$ cat src/rtl/input_capture_pkg.sv
// Shared types and sizing helpers for the switch/button input capture path.
package input_capture_pkg;

   localparam int DATA_W_DEF = 16;
   localparam int DEPTH_DEF  = 4;

   typedef enum logic [1:0] {
      RELEASED     = 2'd0,
      PRESS_WAIT   = 2'd1,
      PRESSED      = 2'd2,
      RELEASE_WAIT = 2'd3
   } db_state_t;

   // Counter width able to hold 0..n.
   function automatic int cnt_width(input int n);
      return $clog2(n) + 1;
   endfunction

endpackage

$ cat src/rtl/btn_debounce.sv
// Synchronizes the raw button and switches, debounces the button and emits
// one registered press_evt per accepted press.
module btn_debounce
   import input_capture_pkg::*;
#(
   parameter int DATA_W          = DATA_W_DEF,
   parameter int SYNC_STAGES     = 2,
   parameter int DEBOUNCE_CYCLES = 50000
) (
   input  logic              clk,
   input  logic              n_reset,
   input  logic              btn_n,
   input  logic [DATA_W-1:0] switches_raw,
   output logic              press_evt,
   output logic              level,
   output logic [DATA_W-1:0] sw_sync
);

   localparam int CNT_W = cnt_width(DEBOUNCE_CYCLES);
   localparam logic [CNT_W-1:0] CNT_LAST = CNT_W'(DEBOUNCE_CYCLES - 1);

   // The button chain carries the inverted level so a cleared chain reads
   // as "released" straight out of reset.
   logic [SYNC_STAGES-1:0]             btn_pipe;
   logic [SYNC_STAGES-1:0][DATA_W-1:0] sw_pipe;
   logic                               btn_s;

   always_ff @(posedge clk or negedge n_reset) begin
      if (!n_reset) begin
         btn_pipe <= '0;
         sw_pipe  <= '0;
      end else begin
         btn_pipe <= {btn_pipe[SYNC_STAGES-2:0], ~btn_n};
         sw_pipe  <= {sw_pipe[SYNC_STAGES-2:0], switches_raw};
      end
   end

   assign btn_s   = btn_pipe[SYNC_STAGES-1];
   assign sw_sync = sw_pipe[SYNC_STAGES-1];

   db_state_t        state_q, state_d;
   logic [CNT_W-1:0] cnt_q, cnt_d;
   logic             evt_d;

   always_ff @(posedge clk or negedge n_reset) begin
      if (!n_reset) begin
         state_q   <= RELEASED;
         cnt_q     <= '0;
         press_evt <= 1'b0;
      end else begin
         state_q   <= state_d;
         cnt_q     <= cnt_d;
         press_evt <= evt_d;
      end
   end

   always_comb begin
      state_d = state_q;
      cnt_d   = cnt_q;
      evt_d   = 1'b0;
      case (state_q)
         RELEASED: begin
            if (btn_s) begin
               state_d = PRESS_WAIT;
               cnt_d   = CNT_W'(1);
            end
         end
         PRESS_WAIT: begin
            if (!btn_s) begin
               state_d = RELEASED;
               cnt_d   = '0;
            end else if (cnt_q == CNT_LAST) begin
               state_d = PRESSED;
               cnt_d   = '0;
               evt_d   = 1'b1;
            end else begin
               cnt_d = cnt_q + CNT_W'(1);
            end
         end
         PRESSED: begin
            if (!btn_s) begin
               state_d = RELEASE_WAIT;
               cnt_d   = CNT_W'(1);
            end
         end
         RELEASE_WAIT: begin
            if (btn_s) begin
               state_d = PRESSED;
               cnt_d   = '0;
            end else if (cnt_q == CNT_LAST) begin
               state_d = RELEASED;
               cnt_d   = '0;
            end else begin
               cnt_d = cnt_q + CNT_W'(1);
            end
         end
         default: begin
            state_d = RELEASED;
            cnt_d   = '0;
         end
      endcase
   end

   assign level = (state_q == PRESSED) || (state_q == RELEASE_WAIT);

endmodule

$ cat src/rtl/input_capture.sv
// Captures the switch word on each debounced press into a small FIFO and
// hands words to the control unit through a ready/request/valid handshake.
module input_capture
   import input_capture_pkg::*;
#(
   parameter int DATA_W          = DATA_W_DEF,
   parameter int SYNC_STAGES     = 2,
   parameter int DEBOUNCE_CYCLES = 50000,
   parameter int DEPTH           = DEPTH_DEF
) (
   input  logic                   clk,
   input  logic                   n_reset,
   input  logic                   btn_n,
   input  logic [DATA_W-1:0]      switches_raw,
   input  logic                   rd_req,
   input  logic                   clr_ovf,
   output logic [DATA_W-1:0]      rd_data,
   output logic                   rd_valid,
   output logic                   ready,
   output logic                   full,
   output logic                   overflow,
   output logic [$clog2(DEPTH):0] count
);

   localparam int PTR_W = $clog2(DEPTH);
   localparam int CNT_W = PTR_W + 1;

   logic              press_evt;
   logic [DATA_W-1:0] sw_sync;

   btn_debounce #(
      .DATA_W          (DATA_W),
      .SYNC_STAGES     (SYNC_STAGES),
      .DEBOUNCE_CYCLES (DEBOUNCE_CYCLES)
   ) u_debounce (
      .clk          (clk),
      .n_reset      (n_reset),
      .btn_n        (btn_n),
      .switches_raw (switches_raw),
      .press_evt    (press_evt),
      .level        (),
      .sw_sync      (sw_sync)
   );

   logic [DEPTH-1:0][DATA_W-1:0] mem;
   logic [PTR_W-1:0]             wr_ptr, rd_ptr;
   logic                         do_push, do_pop, drop;

   assign ready = (count != '0);
   assign full  = (count == CNT_W'(DEPTH));

   // A full FIFO still accepts a press when a pop frees the slot on the same
   // edge; an empty FIFO never bypasses the incoming word to the reader.
   assign do_pop  = rd_req && ready;
   assign do_push = press_evt && (!full || do_pop);
   assign drop    = press_evt && full && !do_pop;

   always_ff @(posedge clk or negedge n_reset) begin
      if (!n_reset) begin
         mem      <= '0;
         wr_ptr   <= '0;
         rd_ptr   <= '0;
         count    <= '0;
         rd_data  <= '0;
         rd_valid <= 1'b0;
         overflow <= 1'b0;
      end else begin
         rd_valid <= do_pop;
         if (do_push) begin
            mem[wr_ptr] <= sw_sync;
            wr_ptr      <= wr_ptr + PTR_W'(1);
         end
         if (do_pop) begin
            rd_data <= mem[rd_ptr];
            rd_ptr  <= rd_ptr + PTR_W'(1);
         end
         case ({do_push, do_pop})
            2'b10:   count <= count + CNT_W'(1);
            2'b01:   count <= count - CNT_W'(1);
            default: count <= count;
         endcase
         if (drop)
            overflow <= 1'b1;
         else if (clr_ovf)
            overflow <= 1'b0;
      end
   end

endmodule

$ cat config.mk
export PLATFORM = sky130hd
export DESIGN_NAME = input_capture
export DESIGN_NICKNAME = d
export VERILOG_FILES = /design/src/rtl/input_capture_pkg.sv /design/src/rtl/btn_debounce.sv /design/src/rtl/input_capture.sv
export SDC_FILE = /design/constraint.sdc
export NUM_CORES = 1
export LEC_CHECK = 0
export ABC_AREA = 0
export BUFFER_PORTS_ARGS = -buffer_cell sky130_fd_sc_hd__buf_2
export CORE_ASPECT_RATIO = 1.5
export CORE_MARGIN = 1.5
export CORE_UTILIZATION = 40
export DETAILED_ROUTE_END_ITERATION = 12
export GPL_TIMING_DRIVEN = 0
export PLACE_DENSITY = 0.62
export REMOVE_ABC_BUFFERS = 1
export SYNTH_ARGS = -nofsm -noshare
export SYNTH_HDL_FRONTEND = slang
export SYNTH_SLANG_ARGS = --single-unit
$ cat constraint.sdc
create_clock -name clk -period 2.3 [get_ports clk]
set_input_delay 0.23 -clock clk [delete_from_list [all_inputs] [get_ports clk]]
set_output_delay 0.23 -clock clk [all_outputs]
set_load 0.05 [all_outputs]
==> qor.yml <==
placed_design:
  place_inst: 612
  place_ws_ns: -0.542
  post-dp-hpwl_um: 6320
  gp_congestion: 0.784
  port_buffers: 43
  place_area_um2: 6200
setup_path:
  crit_type: "flop to flop"
  endpoint_kind: "flop"
  crit_chain: "or3_4 -> and2_4 -> nand2b_1 -> fa_1 -> nor3_2 -> o21ai_0 -> a22oi_1"
  cp_max_fo: 6
  slowest_stage: "fa_1"
  crit_required_ns: 2.61
  critPathArrivalTime_ns: 2.50
  slowest_delay_ns: 0.46
  start_kind: "flop"
sta:
  setup_violations: 0
  fin_skew_ns: 0.00895
  tns_ns: 0
  worstMarginPinSlew_ns: 0.922
  fmax_ghz: 0.457
  finalCriticalPeriod_ns: 2.19
  drv_slew: 0
  hold_viol_final: 0
  period_share: 0.951
  rsz0062_at_grt: "no"
  relSlewSlack: 0.385
  fin_ws_ns: 0.112
logic_synthesis:
  synth-edff-count: 0
  yosysSeqAreaShare: 0.618
  ys_async_sr_fraction: 1.00
  synth_warnings: 0
  synth_cell_types: 48
  syn_avg_cell_area_um2: 14.9
  syn_area_um2: 5790
  synth-seq-cells: 143
  synth_cells: 389
  ys.flop_type: "dfrtp_1"
power:
  p_per_area_nw_per_um2: 971
  p_leak_nw: 3.40
  irDropWorstVdd_mv: 0.658
global_route:
  grt_usage: 0.149
  grt_max_degree: 102
  grt_pass1_vias: 3446
  grt_antenna_before_repair: 0
  gr-total-overflow: 0
  grt_pass1_wl_um: 17100
finish:
  finalNonFillerCells: 664
  nets: 487
  stdcell_area_um2: 7050
  antenna_cells: 0
  fin_util: 0.502
  final_common_cell: "dfrtp_1"
  most-common-layout-cells: "dfrtp_1, mux2_2, buf_2"
  area_delta_synth_final_pct: 21.8
  n_fill_cell: 1269
  layout-drive-gt1-share: 0.398
status:
  status: "complete, no violations"
die:
  ioPinCount: 44
  num_rows: 53
  core_um2: 14100
  dieHeight_um: 150
  initial_core_util: 0.412
  die_w_um: 101
  die-area_um2: 15200
clock_network:
  cts_tree: "yes"
  htreeDepth: 4
  clk_latency_ns: 0.41
  cts_buffers: 17
  cts.sinks: 143
  cts_root_buf: "clkbuf_16"
  cts_buffer_depth: 2
  clk_pin_slew_ns: 0.06
routing:
  routed_wl_um: 10200
  dr.pass1.iters: 4
  drtAntennaViolNets: 0
  via_per_inst: 4.91
  drtIter0Drc: 119
  wl_per_cell_um: 15.3
  num_vias: 3258
  drcViolationCount: 0
hold_path:
  hold_path.class: "primary input to flop"
flow_run:
  maxCapViolations: 0
-- routing by layer --
layer / part of all wire / vias to the layer above / GRT usage
li1: - / 1521 / -
met1: 0.42 / 1673 / 0.177
met2: 0.54 / 54 / 0.257
met3: 0.027 / 10 / 0.0381
met4: 0.013 / 0 / 0.0597
met5: 0 / - / 0
-- final cells by class --
| cell class | count | area (µm²) | share of cell area |
|---|---|---|---|
| tap | 192 | 240 | 0.0341 |
| timing repair buffer | 64 | 444 | 0.0630 |
| clock inverter | 13 | 188 | 0.0266 |
| sequential | 143 | 3580 | 0.508 |
| clock buffer | 18 | 439 | 0.0623 |
| multi-input combinational | 222 | 2110 | 0.300 |
| inverter | 12 | 45.0 | 0.00639 |
-- metrics by stage --
stage | power (mW) | hold WS (ns)
CTS | 6.89 | 0.0292
detailed placement | 3.94 | 0.179
finish | 6.85 | 0.0334
floorplan | 3.60 | -0.0656
global placement | 3.91 | 0.331
global route | 7.16 | 0.0629
-- worst max-delay path, delay by kind of cell (launching register included) --
kind / cells / cell delay (ns)
compound gates: 2 / 0.31
fa+ha+maj: 1 / 0.46
flops: 1 / 0.44
simple gates: 4 / 0.89
-- repair_timing --
action	4_1_cts	5_1_grt
cloned	1	0
buffers inserted	1	1
resized for setup	2	5
hold endpoints to repair	59	0
hold buffers	18	0
endpoints found under the setup margin	18	79
pin swaps	0	2
-- final timing paths --
check / start / end / slack [ns] / cells past startpoint
min in group asynchronous: n_reset / rd_data[4] / 0.30 / 2
hold / removal: clr_ovf / overflow / 0.03 / 2
setup reg to reg: count[1] / count[1] / 0.11 / 7
setup / recovery: count[1] / count[1] / 0.11 / 7
max in group asynchronous: n_reset / mem[14] / 1.18 / 3
hold reg to reg: u_debounce.sw_pipe[13] / u_debounce.sw_sync[13] / 0.35 / 0
-- power by group --
part | internal, mW | switching, mW | leakage (nW)
Clock | 1.84 | 1.02 | 0.299
Sequential | 2.64 | 0.284 | 1.89
Combinational | 0.449 | 0.607 | 1.21
-- state kept, by name, indices dropped and copies added (netlist names), named ones only --
register	cells
count	3
mem	64
overflow	1
rd_data	16
rd_ptr	2
rd_valid	1
u_debounce.btn_pipe	2
u_debounce.cnt_q	17
u_debounce.press_evt	1
u_debounce.state_q	1
u_debounce.sw_pipe	16
u_debounce.sw_sync	16
wr_ptr	2
-- synthesized netlist by cell type (2+ instances only) --
| master | n | share of area |
|---|---|---|
| a21oi_1 | 4 | 0.0035 |
| a22o_1 | 4 | 0.0060 |
| and3_1 | 4 | 0.0043 |
| buf_2 | 3 | 0.0026 |
| buf_4 | 4 | 0.0052 |
| clkbuf_1 | 4 | 0.0026 |
| dfrtp_1 | 143 | 0.62 |
| ha_1 | 5 | 0.011 |
| inv_1 | 12 | 0.0078 |
| mux2_2 | 80 | 0.16 |
| mux4_2 | 16 | 0.062 |
| nand2_1 | 14 | 0.0091 |
| nand2_2 | 4 | 0.0043 |
| nand3_1 | 6 | 0.0052 |
| nand4_1 | 6 | 0.0065 |
| nor2_1 | 21 | 0.014 |
| nor2b_1 | 3 | 0.0032 |
| nor3_1 | 3 | 0.0026 |
| nor3b_1 | 2 | 0.0026 |
| o21ai_0 | 5 | 0.0043 |
| o21ai_1 | 2 | 0.0017 |
| o31ai_1 | 2 | 0.0026 |
| or3_1 | 2 | 0.0022 |
| xnor2_1 | 8 | 0.012 |
| xor2_1 | 9 | 0.014 |
-- logic make-up after synthesis --
family,share of synthesized area
flip-flops,0.618
XOR/XNOR,0.0257
AND/OR/NAND/NOR,0.0733
adder cells (fa/ha/maj),0.0143
multiplexers,0.220
AO/OA/AOI/OAI,0.0283
buffers and inverters,0.0207
Note: power is estimated with default switching activity, not from simulation.
